`src/rtl/i2c_master_bit_engine.sv`:
```
// Bit-level I2C master: turns slot-counter positions into open-drain SCL/SDA
// waveforms for START, STOP, byte WRITE and byte READ, and steers the counter.
module i2c_master_bit_engine #(
  parameter int PERIOD      = 1000,
  parameter int SYNC_MARGIN = 4
) (
  input  logic       clk,
  input  logic       reset,
  input  logic [9:0] count,
  output logic       stretch,
  output logic       waiting,
  input  logic       cmd_valid,
  output logic       cmd_ready,
  input  logic [1:0] cmd,
  input  logic [7:0] wr_data,
  input  logic       ack_out,
  output logic [7:0] rd_data,
  output logic       ack_in,
  output logic       done,
  output logic       busy,
  input  logic       scl_in,
  input  logic       sda_in,
  output logic       scl_oe,
  output logic       sda_oe,
  output logic [1:0] o_dbg_state
);

  localparam logic [9:0] C_Q    = 10'(PERIOD / 4);
  localparam logic [9:0] C_2Q   = 10'(PERIOD / 2);
  localparam logic [9:0] C_3Q   = 10'(3 * PERIOD / 4);
  localparam logic [9:0] C_LAST = 10'(PERIOD - 1);
  localparam logic [9:0] C_CHK  = 10'(PERIOD / 2 + SYNC_MARGIN);

  typedef enum logic [1:0] {
    S_IDLE  = 2'd0,
    S_START = 2'd1,
    S_BIT   = 2'd2,
    S_STOP  = 2'd3
  } state_t;

  state_t     r_state;
  state_t     w_next_state;
  logic [3:0] r_slot;
  logic       r_is_read;
  logic [7:0] r_wr_data;
  logic       r_ack_out;
  logic [7:0] r_rd_data;
  logic       r_ack_in;
  logic       r_done;
  logic       r_scl_oe;
  logic       r_sda_oe;
  logic       r_scl_s1, r_scl_s2;
  logic       r_sda_s1, r_sda_s2;
  logic       w_count_last;
  logic       w_last_slot;
  logic       w_accept;
  logic       w_sda_bit;

  // Handshake: a command transfers on the rising edge where cmd_valid && cmd_ready;
  // cmd_ready is high only in IDLE, so cmd_valid in any other state is ignored.
  assign w_accept     = cmd_valid && (r_state == S_IDLE);
  assign w_count_last = (count == C_LAST);
  assign w_last_slot  = (r_state != S_BIT) || (r_slot == 4'd8);

  always_comb begin
    if (r_slot == 4'd8)
      w_sda_bit = r_is_read ? r_ack_out : 1'b0;
    else
      w_sda_bit = r_is_read ? 1'b0 : ~r_wr_data[3'd7 - r_slot[2:0]];
  end

  always_ff @(posedge clk or negedge reset) begin
    if (!reset) r_state <= S_IDLE;
    else        r_state <= w_next_state;
  end

  always_comb begin
    w_next_state = r_state;
    cmd_ready    = 1'b0;
    busy         = 1'b0;
    waiting      = 1'b0;
    stretch      = 1'b0;
    case (r_state)
      S_IDLE: begin
        cmd_ready = 1'b1;
        waiting   = 1'b1;
        if (cmd_valid) begin
          case (cmd)
            2'b00:   w_next_state = S_START;
            2'b11:   w_next_state = S_STOP;
            default: w_next_state = S_BIT;
          endcase
        end
      end
      default: begin
        busy    = 1'b1;
        waiting = w_count_last;
        // Slave clock stretching: SCL released but still seen low after the sync delay.
        stretch = !w_count_last && (count == C_CHK) && !r_scl_oe && !r_scl_s2;
        if (w_count_last && w_last_slot) w_next_state = S_IDLE;
      end
    endcase
  end

  always_ff @(posedge clk or negedge reset) begin
    if (!reset) begin
      r_scl_s1  <= 1'b1;
      r_scl_s2  <= 1'b1;
      r_sda_s1  <= 1'b1;
      r_sda_s2  <= 1'b1;
      r_slot    <= 4'd0;
      r_is_read <= 1'b0;
      r_wr_data <= 8'd0;
      r_ack_out <= 1'b0;
      r_rd_data <= 8'd0;
      r_ack_in  <= 1'b0;
      r_done    <= 1'b0;
      r_scl_oe  <= 1'b0;
      r_sda_oe  <= 1'b0;
    end else begin
      r_scl_s1 <= scl_in;
      r_scl_s2 <= r_scl_s1;
      r_sda_s1 <= sda_in;
      r_sda_s2 <= r_sda_s1;
      r_done   <= (r_state != S_IDLE) && w_count_last && w_last_slot;
      if (w_accept) begin
        r_wr_data <= wr_data;
        r_ack_out <= ack_out;
        r_is_read <= (cmd == 2'b10);
        r_slot    <= 4'd0;
      end
      case (r_state)
        S_START: begin
          if (count == 10'd0) r_sda_oe <= 1'b0;
          if (count == C_2Q)  r_scl_oe <= 1'b0;
          if (count == C_3Q)  r_sda_oe <= 1'b1;
          if (w_count_last)   r_scl_oe <= 1'b1;
        end
        S_BIT: begin
          if (count == 10'd0) r_scl_oe <= 1'b1;
          if (count == C_Q)   r_sda_oe <= w_sda_bit;
          if (count == C_2Q)  r_scl_oe <= 1'b0;
          if (count == C_3Q) begin
            if (r_is_read) begin
              if (r_slot != 4'd8) r_rd_data <= {r_rd_data[6:0], r_sda_s2};
            end else if (r_slot == 4'd8) begin
              r_ack_in <= ~r_sda_s2;
            end
          end
          // The byte ends with SCL pulled low so the bus is parked safely.
          if (w_count_last) begin
            if (r_slot == 4'd8) r_scl_oe <= 1'b1;
            else                r_slot   <= r_slot + 4'd1;
          end
        end
        S_STOP: begin
          if (count == 10'd0) begin
            r_scl_oe <= 1'b1;
            r_sda_oe <= 1'b1;
          end
          if (count == C_2Q) r_scl_oe <= 1'b0;
          if (count == C_3Q) r_sda_oe <= 1'b0;
        end
        default: ;
      endcase
    end
  end

  assign scl_oe      = r_scl_oe;
  assign sda_oe      = r_sda_oe;
  assign rd_data     = r_rd_data;
  assign ack_in      = r_ack_in;
  assign done        = r_done;
  assign o_dbg_state = r_state;

endmodule

```
`config.mk`:
```
export PLATFORM = sky130hd
export DESIGN_NAME = i2c_master_bit_engine
export DESIGN_NICKNAME = d
export VERILOG_FILES = /design/src/rtl/i2c_master_bit_engine.sv
export SDC_FILE = /design/constraint.sdc
export NUM_CORES = 1
export LEC_CHECK = 0
export BUFFER_PORTS_ARGS = -buffer_cell sky130_fd_sc_hd__buf_2
export CAP_MARGIN = 20
export CORE_ASPECT_RATIO = 0.75
export CORE_MARGIN = 1
export CORE_UTILIZATION = 40
export CTS_CLUSTER_SIZE = 16
export DETAILED_ROUTE_END_ITERATION = 8
export GPL_TIMING_DRIVEN = 0
export PLACE_DENSITY = 0.71
export SYNTH_ARGS = -nofsm -noshare
export SYNTH_HDL_FRONTEND = slang
export SYNTH_SLANG_ARGS = --single-unit
export TNS_END_PERCENT = 100
```
`constraint.sdc`:
```
create_clock -name clk -period 4.9 [get_ports clk]
set_input_delay 0.98 -clock clk [delete_from_list [all_inputs] [get_ports clk]]
set_output_delay 0.98 -clock clk [all_outputs]
set_load 0.03 [all_outputs]
```
### After elaboration in Yosys (flattened, before gate mapping)

Index checks and enable logic that the tools add are counted.

| storage, ports and cells | value |
|---|---|
| logic and storage cells | 90 |
| output and inout bits | 18 |
| input bits | 26 |
| register bits after elaboration | 32 |

| operators by class | value |
|---|---|
| magnitude comparators | 1 |
| bitwise logic cells | 3 |
| equality and inequality tests | 18 |
| multiplexer cells | 30 |
| reductions and logical operators | 22 |
| add/sub/neg operators | 2 |

Operators with widths:

| operator | count |
|---|---|
| $eq A10 B10 Y1 const B | 2 |
| $eq A10 B9 Y1 const B | 2 |
| $mux W1 | 19 |
| $mux W4 | 4 |
| $reduce_and A4 Y1 | 3 |
| $eq A10 B8 Y1 const B | 1 |
| $logic_not A10 Y1 | 1 |
| $ne A3 B3 Y1 const B | 3 |
| $eq A2 B2 Y1 const B | 4 |
| $logic_and A1 B1 Y1 | 7 |
| $mux W2 | 3 |
| $ne A2 B2 Y1 const B | 3 |
| $pmux W1 S3 | 2 |
| $add A4 B1 Y4 const B | 1 |
| $eq A4 B4 Y1 const B | 1 |
| $logic_not A2 Y1 | 2 |
| $lt A3 B4 Y1 const B | 1 |
| $ne A4 B4 Y1 const B | 1 |
| $pmux W2 S2 | 1 |
| $reduce_and A2 Y1 | 2 |
| $reduce_bool A2 Y1 | 2 |
| $bmux W1 S3 | 1 |
| $logic_not A1 Y1 | 3 |
| $not A1 Y1 | 3 |
| other kinds (4) | 4 |

### Depth between registers and ports, before layout

Gate-level depths: netlist of the first run.

| depth | value |
|---|---|
| word-level depth | 8 |
| depth in mapped cells | 9 |
| depth with buffers taken out | 7 |

### Worst setup path after synthesis of the first run

Ideal clock, no wire load.

| timing path | value |
|---|---|
| path kind | in2out |
| from | in count[7] |
| to | out stretch |
| stages | 4 |
| data arrival time | 1934 ps |
| slack | 1986 ps |
| path buffers | 0 |
| path through | nand3_2 > nor4b_1 > and3b_1 > and2_1 |

| on the way | value |
|---|---|
| word-level cells in the longest chain between the ends | 6 |
| elaborated cells on any way between the ends | 7 |
| those cells by class | 2 x eq/ne; 1 x mux; 4 x reduce/logical |

RTL lines:

| what | line | text |
|---|---|---|
| from (decl) | 9 | `input logic [9:0] count,` |
| $eq A10 B10 Y1 | 62 | `assign w_count_last = (count == C_LAST);` |
| $logic_not A1 Y1 | 99 | `stretch = !w_count_last && (count == C_CHK) && !r_scl_oe && !r_scl_s2;` |
| $logic_and A1 B1 Y1 (*) (3 in a row) | 99 |  |
| $mux W1 (*) | 83 | `case (r_state)` |
| to (decl) | 10 | `output logic stretch,` |

Mark *: on every way between the ends. The rest lies on a longest branch, timed or not.

### Worst setup path in the final report of the first run

Ends and elaborated chain as after synthesis.

==> impl_metrics.json, run 1 <==
{
  "run_status": "completed",
  "max-slew-margin-rel": 0.536,
  "synth_area_leader_cell": "sky130_fd_sc_hd__dfrtp_1",
  "placement.io_buffers": 43,
  "critical_path_class": "primary input to output port",
  "library_cell_with_the_highest_instance_count_after_synthesis": "sky130_fd_sc_hd__dfrtp_1",
  "initial_core_utilization": 0.431,
  "critical_path_peak_fanout": 6,
  "fp.dieArea_um2": 4310,
  "cap_violations": 0,
  "static-leakage-power_nw": 1.02,
  "detail_route.wl_per_cell_um": 13.7,
  "post_synth_edffs": 0,
  "worst_setup_start_kind": "primary input",
  "first_pass_grt_wire_length_mm": 5.62,
  "n_antenna_cell": 0,
  "hold_buffers": 0,
  "number_of_nets_in_the_finished_design": 220,
  "postCtsSetupBuffers": 0,
  "path_common_cell": "sky130_fd_sc_hd__buf_2",
  "boundaryPins": 44,
  "finalSetupViolations": 0,
  "routed_wirelength_mm": 3.34,
  "post-route-drc-count": 0,
  "syn-mean-instance-area_um2": 11.6,
  "post_synth_inst_count": 140,
  "yosys_top_cell_area_share": 0.432,
  "die_height_um": 57.1,
  "antenna_found_initial": 0,
  "detail_route.iter0.violations": 30,
  "worst-endpoint-arrival_ns": 2.21,
  "cts_tree": "built",
  "top_flip_flop_cell_by_instance_count_after_synthesis": "sky130_fd_sc_hd__dfrtp_1",
  "multi_input_comb_area_um2": 752,
  "worst_hold_path_type": "register to register",
  "holdPathStages": 0,
  "r2r_cells": 9,
  "h_tree_levels": 2,
  "period_share": 0.650,
  "filler_cell_count": 359,
  "layout-drive-gt1-share": 0.377,
  "pwr_density_cell_nw_per_um2": 400,
  "critical-path-slowest-cell": "sky130_fd_sc_hd__nor4b_1",
  "num_rows": 19,
  "grt_setup_unrepaired": "no",
  "design.core.area_um2": 3760,
  "vdd_drop_max_uv": 304,
  "detail-route-antenna-nets": 0,
  "die_x_um": 75.5,
  "worstSkewPairLatency_ns": 0.27,
  "worst_setup_path_end_kind": "output port",
  "worst-endpoint-required_ns": 3.92,
  "largest_net_degree_at_the_start_of_global_routing": 33,
  "finalHoldViolCount": 0,
  "max_slew.worst_pin.slew_ns": 0.696,
  "placed_cell_area_um2": 1900,
  "finalWeightedCongestion": 0.951,
  "path_cells": "buf_2 > nand3_2 > nor4b_1 > and3b_1 > and2_1 > buf_2",
  "final_max_slew_viol_count": 0,
  "dp_cells": 235,
  "dr.pass1.iters": 4,
  "maxClockFrequency_ghz": 0.314,
  "postSynth.asyncResetShare": 1.00,
  "dr_total_vias": 1257,
  "synth_commonest_cells": "sky130_fd_sc_hd__dfrtp_1, sky130_fd_sc_hd__mux2_1, sky130_fd_sc_hd__nand2_1",
  "period_minus_slack_ns": 3.19,
  "first_global_vias": 1229,
  "ranking_of_synthesized_cells_by_area": "sky130_fd_sc_hd__dfrtp_1, sky130_fd_sc_hd__mux2_1, sky130_fd_sc_hd__dfstp_2",
  "seq_area_um2": 806,
  "final-instance-count-excl-fill": 243,
  "via_per_inst": 5.17,
  "ys_seq_elements": 32,
  "synth.net_count": 170,
  "cts_buffers": 5,
  "layout.cell_area.non_filler_um2": 2010,
  "cts_max_path_buffers": 2,
  "synthToLayoutAreaGrowth_pct": 23.9,
  "fin_setup_tns_ns": 0,
  "ys_seq_area_frac": 0.497,
  "cts-root-buf": "sky130_fd_sc_hd__clkbuf_8",
  "synth.cell_area_um2": 1620,
  "synth.distinct_cells": 42,
  "dpl.hpwl_mm": 2.65,
  "critical_path.max_stage_delay_ns": 0.42,
  "globalRoute.totalOverflow": 0,
  "post_cts_resize_count": 0,
  "track_usage": 0.176,
  "cts.sink_count": 32,
  "path_clk_slew_ns": 0.06,
  "finalClockSkew_ns": 0.00436,
  "ys_warn_count": 0
}
## critical path, delay by kind of cell
kind                   cells  cell delay [ns]
AND/OR/NAND/NOR            4             0.95
buffers and inverters      2             0.29
## logic make-up (layout without fill, tap and decap cells)
logic type / count (synthesis) / after routing / share of synthesized area
adder cells (fa/ha/maj): 4 / 4 / 0.0309
flip-flops: 32 / 32 / 0.497
AND/OR/NAND/NOR: 49 / 49 / 0.199
buffers and inverters: 15 / 66 / 0.0386
AO/OA/AOI/OAI: 15 / 15 / 0.0649
multiplexers: 25 / 25 / 0.169
## cell usage in the layout, fill, tap and decap left out, types with 3 or more instances in the layout
master                     count
sky130_fd_sc_hd__nand2b_1      3
sky130_fd_sc_hd__nor4_1        3
sky130_fd_sc_hd__dfrtp_1      28
sky130_fd_sc_hd__nor2_1        5
sky130_fd_sc_hd__ha_1          4
sky130_fd_sc_hd__mux2_1       14
sky130_fd_sc_hd__buf_2        48
sky130_fd_sc_hd__mux2_2        5
sky130_fd_sc_hd__inv_1         8
sky130_fd_sc_hd__clkbuf_8      5
sky130_fd_sc_hd__o21ai_1       3
sky130_fd_sc_hd__nor3_1        5
sky130_fd_sc_hd__nand3_1       3
sky130_fd_sc_hd__dfstp_2       4
sky130_fd_sc_hd__nand2_1      12
sky130_fd_sc_hd__mux2i_1       6
## routing by layer
| metal | track usage | wire length (µm) |
|---|---|---|
| met1 | 0.243 | 1540 |
| met2 | 0.267 | 1570 |
| met3 | 0.0654 | 205 |
| met4 | 0.0397 | 16 |
| met5 | 0 | 0 |
## cell type report
class / count / share of cell area
Buffer: 6 / 0.0143
Clock buffer: 6 / 0.0361
Clock inverter: 2 / 0.0174
Inverter: 9 / 0.0168
Multi-Input combinational cell: 93 / 0.374
Sequential cell: 32 / 0.401
Tap cell: 52 / 0.0324
Timing Repair Buffer: 43 / 0.107
## stage by stage
step | worst slack, ns | power, W | hold WS [ns] | utilization
after floorplan | 1.99 | 0.000496 | 0.345 | -
after global placement | 1.75 | 0.000555 | 0.346 | 0.506
after detailed placement | 1.72 | 0.000567 | 0.347 | 0.506
after CTS | 1.71 | 0.000810 | 0.357 | 0.535
after global routing | 1.59 | 0.000849 | 0.364 | 0.535
final | 1.71 | 0.000804 | 0.357 | 0.535
## flip-flops by register name (all words and copies together) (netlist names), 2 cells and up
name         count
r_wr_data        8
rd_data          8
o_dbg_state      2
r_slot           4
## worst paths after layout
check,startpoint,end,slack (ns)
max in group asynchronous,reset,sda_oe,3.70
max,count[7],stretch,1.71
min,r_scl_s1,r_scl_s2,0.36
min reg2reg,r_scl_s1,r_scl_s2,0.36
max reg2reg,r_slot[0],rd_data[6],2.91
min in group asynchronous,reset,r_wr_data[1],0.75
## power breakdown
group | switching (W) | internal [W] | leakage, nW
Sequential | 0.0000336 | 0.000320 | 0.400
Combinational | 0.000123 | 0.0000855 | 0.564
Clock | 0.0000908 | 0.000151 | 0.0552
Total | 0.000248 | 0.000556 | 1.02
No activity file was read; power rests on OpenSTA's default activity.
==> inputs of run 2 (changes only) <==
Settings changed: PLACE_DENSITY 0.71 to 0.73.
Clock period 4.9 ns to 2.57 ns, I/O delays scaled along.
==> run 2 against run 1 <==
  * First-iteration DRC count unchanged
  * Via count decreased by 3.2%
  * Die area unchanged
  * Setup slack got worse by 1.4 ns
  * Global-route usage decreased by 1.3 points
  * Non-clock buffer count unchanged
  * Clock-buffer cell count unchanged
  * Sequential power increased by 90%
  * Flip-flop and latch count unchanged
  * Clock skew increased by 0.0038 ns
  * Critical path type unchanged
  * Largest cell class unchanged
==> impl_metrics.json, run 2 (synthesized netlist as in run 1, its figures left out) <==
{
  "max-slew-margin-rel": 0.540,
  "cts-root-buf": "sky130_fd_sc_hd__clkbuf_8",
  "critical_path_class": "primary input to output port",
  "worst_setup_path_end_kind": "output port",
  "post-route-drc-count": 0,
  "period_share": 0.883,
  "placement.io_buffers": 43,
  "post-place-ws_ns": 0.314,
  "layout-drive-gt1-share": 0.374,
  "antenna_found_initial": 0,
  "run_status": "completed",
  "critical-path-slowest-cell": "sky130_fd_sc_hd__nor4b_1",
  "max_slew.worst_pin.slew_ns": 0.691,
  "path_cells": "buf_2 > nand3_2 > nor4b_1 > and3b_1 > and2_1 > buf_2",
  "h_tree_levels": 2,
  "leading_cell_types_in_the_layout_fill_and_taps_excluded": "sky130_fd_sc_hd__buf_2, sky130_fd_sc_hd__dfrtp_1, sky130_fd_sc_hd__mux2_1, sky130_fd_sc_hd__nand2_1, sky130_fd_sc_hd__inv_1",
  "worst-endpoint-arrival_ns": 1.75,
  "dr_total_vias": 1217,
  "pwr_density_cell_nw_per_um2": 714,
  "vdd_drop_max_uv": 438,
  "maxClockFrequency_ghz": 0.441,
  "cp_top_family": "simple AND/OR/NAND/NOR gates",
  "n_antenna_cell": 0,
  "track_usage": 0.163,
  "filler_cell_count": 360,
  "critical_path.max_stage_delay_ns": 0.43,
  "detail_route.iter0.violations": 30,
  "synthToLayoutAreaGrowth_pct": 22.1,
  "cts_buffers": 5,
  "worstSkewPairLatency_ns": 0.28,
  "cp.buffers_inverters": 2,
  "postCtsSetupBuffers": 0,
  "path_common_cell": "sky130_fd_sc_hd__buf_2",
  "cts.sink_count": 32,
  "dr.pass1.iters": 4,
  "fin_setup_tns_ns": 0,
  "static-leakage-power_nw": 1.01,
  "number_of_nets_in_the_finished_design": 220,
  "worst_setup_start_kind": "primary input",
  "grt_setup_unrepaired": "no",
  "hold_buffers": 0,
  "mostFrequentLayoutCell": "sky130_fd_sc_hd__buf_2",
  "fp.dieArea_um2": 4310,
  "period_minus_slack_ns": 2.27,
  "post_cts_resize_count": 0,
  "cts_max_path_buffers": 2,
  "cap_violations": 0,
  "detail_route.wl_per_cell_um": 12.9,
  "die_height_um": 57.1,
  "globalRoute.totalOverflow": 0,
  "cts_tree": "built",
  "path_clk_slew_ns": 0.07,
  "critical_path_peak_fanout": 6,
  "finalWeightedCongestion": 0.765,
  "final_max_slew_viol_count": 0,
  "num_rows": 19,
  "first_global_vias": 1131,
  "routed_wirelength_mm": 3.13,
  "die_x_um": 75.5,
  "finalSetupViolations": 0,
  "first_pass_grt_wire_length_mm": 5.09,
  "via_per_inst": 5.03,
  "design.core.area_um2": 3760,
  "worst_hold_path_type": "primary input to asynchronous set/reset pin",
  "initial_core_utilization": 0.431,
  "dpl.hpwl_mm": 2.41,
  "worst-endpoint-required_ns": 2.06,
  "finalClockSkew_ns": 0.00813,
  "boundaryPins": 44,
  "detail-route-antenna-nets": 0,
  "finalWorstSetupSlack_ns": 0.301,
  "finalHoldViolCount": 0,
  "largest_net_degree_at_the_start_of_global_routing": 33
}
[run 2: final timing paths]
path	from	end	slack, ns	depth (start not counted)
hold reg to reg	r_scl_s1	r_scl_s2	0.35	0
setup reg to reg	r_slot[0]	rd_data[7]	0.57	9
setup / recovery	count[7]	stretch	0.30	6
min in group clk	sda_in	r_sda_s1	0.33	1
max in group asynchronous	reset	ack_in	1.85	1
hold / removal	reset	r_wr_data[4]	0.28	1
[run 2: per-layer routing]
layer | up-vias | wire length [µm] | global-route usage
li1 | 604 | - | -
met1 | 564 | 1530 | 0.213
met2 | 42 | 1370 | 0.247
met3 | 7 | 168 | 0.0530
met4 | 0 | 59 | 0.0714
met5 | - | 0 | 0
[run 2: through the flow]
step | hold WS [ns] | power, W | cells | util | instance area (µm²)
2_1_floorplan | 0.218 | 0.000945 | 140 | - | 1620
3_3_place_gp | 0.346 | 0.00106 | 235 | 0.506 | 1900
3_5_place_dp | 0.347 | 0.00107 | 235 | 0.506 | 1900
4_1_cts | 0.300 | 0.00143 | 242 | 0.527 | 1980
5_1_grt | 0.313 | 0.00151 | 242 | 0.527 | 1980
6_report | 0.277 | 0.00141 | 242 | 0.527 | 1980
[run 2: layout make-up]
type	count	area, µm²	share of cell area
well taps	52	65.1	0.0329
plain buffers	6	28.8	0.0145
multi-input cells	93	752	0.380
clock inverters	1	5.00	0.00253
flip-flops and latches	32	806	0.407
inverters	9	33.8	0.0171
clock buffers	6	72.6	0.0367
repair buffers	43	215	0.109
[run 2: where the power goes]
group	total, W	switching (W)	internal [W]
Combinational	0.000388	0.000226	0.000163
Clock	0.000355	0.000171	0.000184
Sequential	0.000669	0.0000588	0.000610
==> inputs of run 3 (changes only) <==
Settings changed: PLACE_DENSITY 0.73 to 0.66.
==> run 3 against run 2 <==
  * Wire length grew 5.9%
  * Worst hold slack lost 0.0092 ns
  * Core utilization grew 0.40 points
  * Clock-buffer cell count is the same
  * Flip-flop and latch count is the same
  * First-iteration DRC count grew 73%
  * Clock power grew 12%
  * Sequential power is essentially flat
  * Setup slack lost 0.021 ns
  * Sequential share of layout area shrank 0.31 points
  * Critical endpoint unchanged
  * Largest cell class unchanged
==> impl_metrics.json, run 3 (synthesized netlist as in run 1, its figures left out) <==
{
  "post_cts_resize_count": 0,
  "path_clk_slew_ns": 0.06,
  "wl_met2_mm": 1.50,
  "hold_buffers": 0,
  "finalSetupViolations": 0,
  "worst-endpoint-required_ns": 2.06,
  "grt_setup_unrepaired": "no",
  "detail_route.iter0.violations": 52,
  "maxClockFrequency_ghz": 0.437,
  "routed_wirelength_mm": 3.32,
  "worstSkewPairLatency_ns": 0.29,
  "worst_hold_path_type": "primary input to asynchronous set/reset pin",
  "fp.dieArea_um2": 4310,
  "design.core.area_um2": 3760,
  "layout.cell_area.non_filler_um2": 1990,
  "cap_violations": 0,
  "synthToLayoutAreaGrowth_pct": 23.0,
  "initial_core_utilization": 0.431,
  "placed_cell_area_um2": 1900,
  "final_max_slew_viol_count": 0,
  "path_cells": "buf_2 > nand3_2 > nor4b_1 > and3b_1 > and2_1 > buf_2",
  "cts_tree": "built",
  "worst_setup_start_kind": "primary input",
  "finalHoldViolCount": 0,
  "worst-endpoint-arrival_ns": 1.78,
  "cts-root-buf": "sky130_fd_sc_hd__clkbuf_8",
  "globalRoute.totalOverflow": 0,
  "boundaryPins": 44,
  "num_rows": 19,
  "fin_setup_tns_ns": 0,
  "finalWeightedCongestion": 0.887,
  "max-slew-margin-rel": 0.536,
  "route.met3.wl_um": 175,
  "critical_path_peak_fanout": 6,
  "critical-path-slowest-cell": "sky130_fd_sc_hd__nor4b_1",
  "r2r-start": "r_slot[0]",
  "period_share": 0.891,
  "die_x_um": 75.5,
  "max_slew.worst_pin.slew_ns": 0.696,
  "detail_route.wl_per_cell_um": 13.7,
  "antenna_found_initial": 0,
  "number_of_nets_in_the_finished_design": 220,
  "dr_total_vias": 1252,
  "first_global_vias": 1232,
  "period_minus_slack_ns": 2.29,
  "multi_input_comb_area_um2": 752,
  "post-route-drc-count": 0,
  "first_pass_grt_wire_length_mm": 5.43,
  "cp_top_family": "simple AND/OR/NAND/NOR gates",
  "cp.buffers_inverters": 2,
  "dr.pass1.iters": 4,
  "worst_setup_path_startpoint": "count[7]",
  "met1Wirelength_mm": 1.57,
  "run_status": "completed",
  "die_height_um": 57.1,
  "cts_buffers": 5,
  "detail-route-antenna-nets": 0,
  "cts.sink_count": 32,
  "leading_cell_types_in_the_layout_fill_and_taps_excluded": "sky130_fd_sc_hd__buf_2, sky130_fd_sc_hd__dfrtp_1, sky130_fd_sc_hd__mux2_1, sky130_fd_sc_hd__nand2_1, sky130_fd_sc_hd__inv_1",
  "mostFrequentLayoutCell": "sky130_fd_sc_hd__buf_2",
  "via_per_inst": 5.15,
  "layout-drive-gt1-share": 0.382,
  "finalClockSkew_ns": 0.00274,
  "worst_setup_path_end_kind": "output port",
  "path_common_cell": "sky130_fd_sc_hd__buf_2",
  "critical_path_class": "primary input to output port",
  "filler_cell_count": 379,
  "seq_area_um2": 806,
  "route.top_layer_used": "met4",
  "pwr_density_cell_nw_per_um2": 736,
  "dpl.hpwl_mm": 2.56,
  "n_antenna_cell": 0,
  "largest_net_degree_at_the_start_of_global_routing": 33,
  "cts_max_path_buffers": 2,
  "static-leakage-power_nw": 1.02,
  "vdd_drop_max_uv": 399,
  "h_tree_levels": 2,
  "postCtsSetupBuffers": 0,
  "placement.io_buffers": 43,
  "critical_path.max_stage_delay_ns": 0.43,
  "track_usage": 0.174
}
## run 3: report_power, final
part	internal [W]	leakage, nW	switching, W	total, W
sequential	0.000610	0.400	0.0000587	0.000668
clock	0.000213	0.0510	0.000184	0.000397
combinational	0.000163	0.564	0.000238	0.000401
## run 3: final cells by class
cell class,instances,share of cell area
Buffer,6,0.0144
Multi-Input combinational cell,93,0.377
Tap cell,52,0.0326
Sequential cell,32,0.404
Timing Repair Buffer,43,0.108
Clock inverter,2,0.00502
Inverter,9,0.0169
Clock buffer,6,0.0414
## run 3: path summary, 6_finish.rpt
kind,end,slack [ns],depth (start not counted)
max,stretch,0.28,6
min,r_wr_data[0],0.27,1
max reg2reg,rd_data[6],0.56,9
min reg2reg,r_sda_s2,0.36,0
max in group asynchronous,rd_data[0],1.85,1
min in group clk,r_sda_s1,0.32,1
## run 3: metal layers
metal,global-route usage,vias up
met2,0.256,41
li1,-,603
met5,0,-
met1,0.228,601
met3,0.0636,7
met4,0.0820,0
## run 3: per-stage QoR
step           power, W   util  setup WS, ns  instances  hold slack [ns]
6_report        0.00147  0.531         0.280        243            0.267
3_3_place_gp    0.00106  0.506         0.390        235            0.346
2_1_floorplan  0.000945      -         0.442        140            0.218
3_5_place_dp    0.00108  0.506         0.292        235            0.349
5_1_grt         0.00156  0.531         0.182        243            0.304
4_1_cts         0.00148  0.531         0.264        243            0.288
